File: src/rtl/cfg_pkg.sv
// Shared widths, default register count and FSM state type for the
// configuration write arbiter.
package cfg_pkg;

    localparam int ADDR_W           = 7;
    localparam int DATA_W           = 8;
    localparam int NUM_REGS_DEFAULT = 5;

    typedef enum logic {
        ST_IDLE  = 1'b0,
        ST_WRITE = 1'b1
    } arb_state_t;

endpackage

File: src/rtl/rr_arb2.sv
// Two-requester round-robin arbiter. Bit 0 is requester A and bit 1 is
// requester B. On a tie, the requester that was not granted most recently
// wins. The pointer starts at B, so A wins the first tie after reset.
module rr_arb2 (
    input  logic       clk,
    input  logic       rst_n,
    input  logic [1:0] req,
    input  logic       advance,
    output logic [1:0] grant
);

    logic last_b;

    // One-hot grant; on a tie the pointer picks the requester that did not go last.
    always_comb begin
        grant = req;
        if (req == 2'b11) begin
            grant = last_b ? 2'b01 : 2'b10;
        end
    end

    // The pointer moves only when a grant is actually taken.
    always_ff @(posedge clk or negedge rst_n) begin
        if (!rst_n) begin
            last_b <= 1'b1;
        end else if (advance && (grant != 2'b00)) begin
            last_b <= grant[1];
        end
    end

endmodule

File: src/rtl/cfg_write_arbiter.sv
// Arbitrates configuration writes from the SPI side (A) and the local/debug
// port (B) into a small byte-wide register bank.
//
//   state    | meaning
//   ---------+---------------------------------------------------------------
//   ST_IDLE  | ready offered to one requester; the winner is captured on accept
//   ST_WRITE | held write is applied, or flagged as an error if the address is out of range
module cfg_write_arbiter
    import cfg_pkg::*;
#(
    parameter int NUM_REGS = NUM_REGS_DEFAULT
) (
    input  logic              clk,
    input  logic              rst_n,
    input  logic              a_valid,
    input  logic [ADDR_W-1:0] a_addr,
    input  logic [DATA_W-1:0] a_data,
    output logic              a_ready,
    input  logic              b_valid,
    input  logic [ADDR_W-1:0] b_addr,
    input  logic [DATA_W-1:0] b_data,
    output logic              b_ready,
    output logic [DATA_W-1:0] data0,
    output logic [DATA_W-1:0] data1,
    output logic [DATA_W-1:0] data2,
    output logic [DATA_W-1:0] data3,
    output logic [DATA_W-1:0] data4,
    output logic              err_pulse,
    output logic              err_src,
    output logic              busy
);

    localparam logic [ADDR_W-1:0] MAX_ADDR = ADDR_W'(NUM_REGS - 1);

    arb_state_t        state, state_nxt;
    logic [1:0]        arb_req;
    logic [1:0]        grant;
    logic              accept;
    logic [ADDR_W-1:0] hold_addr;
    logic [DATA_W-1:0] hold_data;
    logic              hold_src;
    logic              hold_err;
    logic              err_src_q;
    logic [DATA_W-1:0] regs [NUM_REGS];
    logic [DATA_W-1:0] data_vec [5];

    // Requests are offered only in IDLE and never while reset is asserted,
    // so both readies are low during reset.
    assign arb_req = (state == ST_IDLE && rst_n) ? {b_valid, a_valid} : 2'b00;

    rr_arb2 u_arb (
        .clk     (clk),
        .rst_n   (rst_n),
        .req     (arb_req),
        .advance (accept),
        .grant   (grant)
    );

    assign a_ready  = grant[0];
    assign b_ready  = grant[1];
    assign accept   = |grant;
    assign hold_err = (hold_addr > MAX_ADDR);

    // State register.
    always_ff @(posedge clk or negedge rst_n) begin
        if (!rst_n) begin
            state <= ST_IDLE;
        end else begin
            state <= state_nxt;
        end
    end

    // Next state: an accepted write takes exactly one WRITE cycle.
    always_comb begin
        state_nxt = state;
        case (state)
            ST_IDLE:  if (accept) state_nxt = ST_WRITE;
            ST_WRITE: state_nxt = ST_IDLE;
            default:  state_nxt = ST_IDLE;
        endcase
    end

    // Capture the winning request on acceptance.
    always_ff @(posedge clk or negedge rst_n) begin
        if (!rst_n) begin
            hold_addr <= '0;
            hold_data <= '0;
            hold_src  <= 1'b0;
        end else if (accept) begin
            hold_src  <= grant[1];
            hold_addr <= grant[1] ? b_addr : a_addr;
            hold_data <= grant[1] ? b_data : a_data;
        end
    end

    // Apply the held write at the end of WRITE when the address is in range.
    always_ff @(posedge clk or negedge rst_n) begin
        if (!rst_n) begin
            for (int k = 0; k < NUM_REGS; k++) begin
                regs[k] <= '0;
            end
        end else if (state == ST_WRITE && !hold_err) begin
            for (int k = 0; k < NUM_REGS; k++) begin
                if (hold_addr == ADDR_W'(k)) begin
                    regs[k] <= hold_data;
                end
            end
        end
    end

    // Remember the source of the most recent out-of-range write.
    always_ff @(posedge clk or negedge rst_n) begin
        if (!rst_n) begin
            err_src_q <= 1'b0;
        end else if (state == ST_WRITE && hold_err) begin
            err_src_q <= hold_src;
        end
    end

    assign busy      = (state == ST_WRITE);
    assign err_pulse = (state == ST_WRITE) && hold_err;
    // The new source is already visible during the error pulse.
    assign err_src   = err_pulse ? hold_src : err_src_q;

    // Map the bank to the five fixed outputs. Outputs beyond the bank read zero.
    for (genvar k = 0; k < 5; k++) begin : g_out
        if (k < NUM_REGS) begin : g_map
            assign data_vec[k] = regs[k];
        end else begin : g_zero
            assign data_vec[k] = '0;
        end
    end

    assign data0 = data_vec[0];
    assign data1 = data_vec[1];
    assign data2 = data_vec[2];
    assign data3 = data_vec[3];
    assign data4 = data_vec[4];

endmodule

File: config.mk
export PLATFORM = sky130hd
export DESIGN_NAME = cfg_write_arbiter
export DESIGN_NICKNAME = d
export VERILOG_FILES = /design/src/rtl/cfg_pkg.sv /design/src/rtl/rr_arb2.sv /design/src/rtl/cfg_write_arbiter.sv
export SDC_FILE = /design/constraint.sdc
export NUM_CORES = 1
export LEC_CHECK = 0
export CORE_MARGIN = 10
export CORE_UTILIZATION = 40
export CTS_CLUSTER_DIAMETER = 200
export DETAILED_ROUTE_END_ITERATION = 7
export MAX_ROUTING_LAYER = met4
export PLACE_DENSITY = 0.83
export SLEW_MARGIN = 20
export SYNTH_ARGS = -nofsm -noshare
export SYNTH_HDL_FRONTEND = slang
export SYNTH_HIERARCHICAL = 1
export SYNTH_SLANG_ARGS = --single-unit
File: constraint.sdc
create_clock -name clk -period 4.5 [get_ports clk]
set_clock_uncertainty 0.05 [all_clocks]
set_input_delay 1.125 -clock clk [delete_from_list [all_inputs] [get_ports clk]]
set_output_delay 1.125 -clock clk [all_outputs]
set_load 0.05 [all_outputs]
==> metrics.md, run 1 <==
| Metric | Value |
|---|---|
| Die height | a little under 100 um |
| Peak VDD IR | between 0.4 and 0.5 mV |
| Starting Density | between 40% and 50% |
| Final Util | between 50% and 60% |
| Syn. warnings | 6 |
| Crit path max-delay cell type | clkdlybuf4s50_1 |
| Area Growth Syn to Fin | 43.1% |
| Antenna diodes | 0 |
| Area share of and/or/nand/nor cells after synthesis | 7.41% |
| Crit path DAT | roughly 2.6 ns |
| CP Data Required Time | approximately 3.3 ns |
| Initial antenna violation count | 0 |
| Grt total ovfl | 0 |
| Hold-fix buffers, CTS | 0 |
| Die ar. | between 0.009 and 0.01 mm2 |
| FMAX | 0.268 GHz |
| Cells after synthesis | ~170 |
| Avg Synthesized Cell Area | 14.1 um2 |
| RSZ-0062 raised after global routing | false |
| Clock Latency Late Sink | about 0.34 ns |
| Share of the synthesized area in the top cell type | 59.7% |
| Reg2reg path depth | 3 |
| R2R Setup Slk | 2.59 ns |
| Sequential area share after synthesis | about three fifths |
| First-pass GRT wire length | between 9000 and 10,000 um |
| Setup TNS | 0 ns |
| Crit path depth | 4 |
| # H-tree levels | 3 |
| Flops & latches, synth | between 50 and 60 |
| Max_cap viols | 0 |
| Clock sink count | just under 60 |
| Hold slack final | ~0.43 ns |
| Largest family of logic cells by synthesized area | multiplexers |
| Post-Synth XOR/XNOR Area | 0% |
| CP Capture Type | output pin |
| Crit path cell chain | nor4_4 -> a21boi_0 -> mux2_2 -> clkdlybuf4s50_1 |
| # IOs | 79 |
| Lkg Pwr | between 0.0015 and 0.002 uW |
| Top delay family on crit path | buffers and inverters |
| Ranking of synthesized cells by area | dfrtp_1, mux2_2, mux2i_1, o21ai_0, nand2_1 |
| Cell area after synthesis | 0.00243 mm2 |
| Post-synth EDFFs | 0 |
| Post-CTS Setup Bufs | 0 |
| Rel. slew slack | approximately half |
| Clock Tree Buf Depth | 2 |
| Distinct cells, synth | 25 |
| Multiplexer share of the synthesized area | roughly a quarter |
| Die W | 98.0 um |
| Total GRT Usage | a little over an eighth |
| Num rows | 28 |
| DR iter-0 viols | 39 |
| Power, Total | 2260 uW |
| Mapped Nets | around 210 |
| CP Class | flop to output pin |
| Slowest stage delay, CP | between 0.8 and 0.9 ns |
| TritonRoute pass-1 iters | 4 |
| Routed WL | roughly 6000 um |
| P per Cell Area | approximately 650 mW/mm2 |
| CTS Buf Count | 9 |
| Fraction of layout cells with a size suffix above 1 | between 20% and 30% |
| Antenna-violating nets left | 0 |
| Synth Area in Compound Gates | 4.99% |
| # port buffers | 78 |
| Final GP Congestion | 0.745 |
| Final Hold Vio Count | 0 |
| Wire per inst | between 15 and 20 um |
| Outcome | complete, no violations |
| Min Tclk post-route | 3.73 ns |
| Async set-reset flop share out of synthesis | 100% |
| Post-DP HPWL | about 4300 um |
| Nets | ~290 |
| Largest net degree at the start of global routing | 60 |
| Post-synthesis adder-cell area fraction | 0% |
| Fillers | slightly below 500 |
| DRC Markers | 0 |
| Routed vias/inst | around 5.0 |
| Hold Path Class | flop to flop |
| Core area | 0.00592 mm2 |
| Leading area contributor after synthesis | dfrtp_1 |
| Vias in the first global route | about 1,800 |
| CTS tree | done |
| Buffers plus inverters on the worst setup path | 1 |
| Synth Flop Type | dfrtp_1 |
| Count of cells resized by post-cts repair | 0 |
| Crit Path Max Fanout | 6 |
| Clock slew at reported path FFs | 0.06 ns |
| Slew Viols, Final | 0 |
| CTS root buffer | clkbuf_8 |
| Least-Margin Pin Slew | between 0.7 and 0.8 ns |
| Vias | 1,669 |
| Worst Setup Start Kind | flop |
| Hold Path Stages | 1 |
| Setup Viol. Count Final | 0 |
| Period utilization | between 80% and 90% |
==> power breakdown <==
group / switching, uW / internal (uW) / leakage, uW
clock: 192 / 209 / 0.0000860
sequential: 126 / 708 / 0.000773
combinational: 638 / 383 / 0.000717
total: 956 / 1300 / 0.00158
==> cell families (layout without fill, tap and decap cells) <==
| logic type | after synthesis | after routing |
|---|---|---|
| flops | 59 | 59 |
| mux | 56 | 56 |
| simple gates | 27 | 27 |
| compound gates | 22 | 22 |
| buf+inv | 8 | 98 |
==> cell usage after synthesis, drive strengths merged (2+ instances only) <==
cell / number
dfrtp: 58
mux2: 41
o21ai: 16
mux2i: 15
nand2: 15
buf: 4
a21boi: 3
and3b: 2
clkbuf: 2
inv: 2
nand4b: 2
nor2b: 2
==> per-layer routing <==
metal | up-vias | GRT usage (%) | wire length (um)
li1 | 788 | - | -
met1 | 816 | 15.4 | 2650
met2 | 56 | 20.9 | 2930
met3 | 9 | 5.85 | 401
met4 | 0 | 5.70 | 82
met5 | - | - | 0
==> final timing paths <==
kind / start / end
max: hold_addr[6] / err_src
min: hold_src / hold_src
max reg2reg: hold_addr[6] / data3[1]
min reg2reg: hold_src / hold_src
max in group asynchronous: rst_n / data4[1]
min in group asynchronous: rst_n / data1[6]
==> metrics by stage <==
stage / std cells / worst slack, ns / cell area [um2]
finish: 337 / 0.771 / 3480
global placement: 322 / 1.14 / 3320
global route: 337 / 0.632 / 3480
detailed placement: 322 / 1.11 / 3320
CTS: 337 / 0.740 / 3480
floorplan: 172 / 0.658 / 2430
==> worst reg2reg max path, stage by stage, from the launching register on <==
cell	delay, ns
dfrtp_1	0.42
nor4_4	0.46
and4_2	0.48
mux2_2	0.38
==> layout by cell type (no fill, tap or decap), types with 3 or more instances in the layout <==
master            n
clkdlybuf4s50_1  75
clkbuf_8         10
dfrtp_1          58
buf_4             3
mux2i_1          15
o21ai_0          16
clkinv_2          3
mux2_2           41
nand2_1          15
==> area by class of cell <==
class / count / area (um2) / share of cell area [%]
sequential: 59 / 1480 / 42.5
multi-input combinational: 105 / 921 / 26.5
timing repair buffer: 81 / 818 / 23.5
clock buffer: 12 / 145 / 4.17
tap: 75 / 93.8 / 2.70
clock inverter: 3 / 15.0 / 0.432
inverter: 2 / 7.51 / 0.216
==> flip-flops by register name (all words and copies together), names as in the netlist <==
signal	flops
data0	8
data1	8
data2	8
data3	8
data4	8
hold_data	8
hold_addr	7
busy	1
err_src_q	1
hold_src	1
u_arb/last_b	1
No activity file was read; power rests on OpenSTA's default activity.
==> run 2: changes to the inputs <==
--- a/config.mk
+++ b/config.mk
@@ -10,7 +10,7 @@
 export CTS_CLUSTER_DIAMETER = 200
 export DETAILED_ROUTE_END_ITERATION = 7
 export MAX_ROUTING_LAYER = met4
-export PLACE_DENSITY = 0.83
+export PLACE_DENSITY = 0.86
 export SLEW_MARGIN = 20
 export SYNTH_ARGS = -nofsm -noshare
 export SYNTH_HDL_FRONTEND = slang
==> constraint.sdc (replaced) <==
create_clock -name clk -period 3 [get_ports clk]
set_clock_uncertainty 0.05 [all_clocks]
set_input_delay 0.75 -clock clk [delete_from_list [all_inputs] [get_ports clk]]
set_output_delay 0.75 -clock clk [all_outputs]
set_load 0.05 [all_outputs]
==> run 2 against run 1 <==
Net effect: die area unchanged; clock-buffer cell count down 1; first-iteration DRC count up 62%; design area up 2.5%; wire length up 2.2%; critical endpoint is now err_pulse.
==> metrics.md, run 2 (synthesis gave the netlist of run 1 again) <==
| Metric | Value |
|---|---|
| CP Data Required Time | 2.20 ns (was 3.32 ns) |
| Clock Tree Buf Depth | 2 (unchanged) |
| Num rows | 28 (unchanged) |
| Pre-CTS WS | 0.321 ns (was 1.11 ns) |
| Nets | 293 (was 292) |
| P per Cell Area | 1030 mW/mm2 (was 649 mW/mm2) |
| Total placed instance area | 0.00332 mm2 (about the same) |
| Register area | 0.00148 mm2 (unchanged) |
| Count of cells resized by post-cts repair | 0 (unchanged) |
| Fraction of layout cells with a size suffix above 1 | 28.0% (was 26.7%) |
| CTS root buffer | clkbuf_8 (unchanged) |
| Crit path DAT | 2.00 ns (was 2.55 ns) |
| Hold slack final | 0.443 ns (was 0.433 ns) |
| Largest net degree at the start of global routing | 60 (unchanged) |
| Die ar. | 0.00960 mm2 (unchanged) |
| First-pass GRT wire length | 9920 um (was 9960 um) |
| Post-DP HPWL | 4420 um (was 4250 um) |
| Grt total ovfl | 0 (unchanged) |
| CTS tree | done (unchanged) |
| Non-filler instance count after layout | 339 (was 337) |
| Total GRT Usage | 13.4% (was 13.7%) |
| Clock Latency Late Sink | 0.33 ns (was 0.34 ns) |
| Multi-input gate area | 921 um2 (unchanged) |
| Setup Viol. Count Final | 0 (unchanged) |
| Routed vias/inst | 4.92 (was 4.95) |
| Antenna diodes | 0 (unchanged) |
| Setup TNS | 0 ns (unchanged) |
| Period utilization | between 90% and 100% |
| FMAX | approximately 0.36 GHz |
| Final GP Congestion | 0.692 (was 0.745) |
| Least-Margin Pin Slew | 0.725 ns (was 0.729 ns) |
| Die height | 98.0 um (unchanged) |
| Core area | 0.00592 mm2 (unchanged) |
| Fillers | 461 (was 487) |
| Final Hold Vio Count | 0 (unchanged) |
| Buffers plus inverters on the worst setup path | 1 (unchanged) |
| CP Capture Type | output pin (unchanged) |
| Initial antenna violation count | 0 (unchanged) |
| Slowest stage delay, CP | 0.88 ns (was 0.81 ns) |
| # IOs | 79 (unchanged) |
| Peak VDD IR | 0.600 mV (was 0.408 mV) |
| Cell area after layout | 0.00356 mm2 (was 0.00348 mm2) |
| CP Class | flop to output pin (unchanged) |
| Worst Setup Start Kind | flop (unchanged) |
| RSZ-0062 raised after global routing | false (unchanged) |
| Max_cap viols | 0 (unchanged) |
| Placed Cells | 323 (was 322) |
| Routed WL | 6200 um (was 6060 um) |
| Crit path cell chain | o21ai_0 -> a21boi_1 -> clkdlybuf4s50_1 (was nor4_4 -> a21boi_0 -> mux2_2 -> clkdlybuf4s50_1) |
| Vias in the first global route | 1,792 (was 1,788) |
| Starting Density | 41.1% (unchanged) |
| # port buffers | 78 (unchanged) |
| DR iter-0 viols | 63 (was 39) |
| Antenna-violating nets left | 0 (unchanged) |
| Fin worst setup slack | 0.196 ns (was 0.771 ns) |
| Commonest non-fill, non-tap cell in the layout | clkdlybuf4s50_1 (unchanged) |
| Crit Path Max Fanout | 6 (unchanged) |
| Crit path max-delay cell type | clkdlybuf4s50_1 (unchanged) |
| Outcome | complete, no violations (unchanged) |
| Clock sink count | 59 (unchanged) |
| Vias | 1,667 (was 1,669) |
| Wire per inst | 18.3 um (was 18.0 um) |
| Hold-fix buffers, CTS | 0 (unchanged) |
| Post-CTS Setup Bufs | 0 (unchanged) |
| TritonRoute pass-1 iters | 4 (unchanged) |
| Slew Viols, Final | 0 (unchanged) |
| Most frequent cells in the layout | clkdlybuf4s50_1, dfrtp_1, mux2_2, o21ai_0 (unchanged) |
| CTS Buf Count | 9 (unchanged) |
| # H-tree levels | 3 (unchanged) |
| Min Tclk post-route | between 2 and 3 ns |
| Hold Path Class | flop to flop (unchanged) |
| DRC Markers | 0 (unchanged) |
| Area Growth Syn to Fin | 46.6% (was 43.1%) |
| Lkg Pwr | 0.00162 uW (was 0.00158 uW) |
| Clock slew at reported path FFs | 0.06 ns (about the same) |
| Rel. slew slack | 51.6% (was 51.4%) |
| Top delay family on crit path | buffers and inverters (unchanged) |
| Die W | 98.0 um (unchanged) |
## run 2: cell types whose count changed in the layout (fill, tap and decap cells not counted)
| cell | change |
|---|---|
| bufinv_16 | +3 |
| clkbuf_1 | -1 |
| buf_4 | +2 |
| a21boi_0 | -1 |
| a21boi_1 | +1 |
| clkinv_2 | -1 |
| clkdlybuf4s50_1 | -1 |
## run 2: metal layers
layer | track usage, % | vias to the layer above | wire [um]
met5 | - | - | 0
met4 | 4.59 | 0 | 84
met3 | 6.48 | 7 | 483
met2 | 20.9 | 53 | 3030
met1 | 14.7 | 820 | 2600
li1 | - | 787 | -
## run 2: where the power goes
| part | internal, uW | total, uW | switching (uW) | leakage, uW |
|---|---|---|---|---|
| combinational | 576 | 1530 | 959 | 0.000724 |
| sequential | 1060 | 1260 | 195 | 0.000773 |
| clock | 572 | 874 | 303 | 0.000123 |
| total | 2210 | 3670 | 1460 | 0.00162 |
## run 2: final cells by class
| class | count | area share, % |
|---|---|---|
| Tap cell | 75 | 2.63 |
| Timing Repair Buffer | 82 | 23.1 |
| Clock inverter | 5 | 2.81 |
| Inverter | 2 | 0.211 |
| Multi-Input combinational cell | 105 | 25.8 |
| Sequential cell | 59 | 41.5 |
| Clock buffer | 11 | 3.97 |
## run 2: per-stage QoR
step                      total power (uW)  util (%)
after global placement                2780      56.1
after floorplan                       2230         -
after global routing                  3830      60.2
final                                 3670      60.2
after CTS                             3710      60.2
after detailed placement              2820      56.1
## run 2: path summary, 6_finish.rpt
check                      depth (start not counted)  slack (ns)            to         start
hold reg to reg                                    1        0.44      hold_src      hold_src
min in group asynchronous                          2        0.55      data4[7]         rst_n
setup reg to reg                                   6        1.10  u_arb/last_b          busy
setup / recovery                                   3        0.20     err_pulse  hold_addr[0]
max in group asynchronous                          2        1.87      data1[5]         rst_n
hold / removal                                     1        0.44      hold_src      hold_src
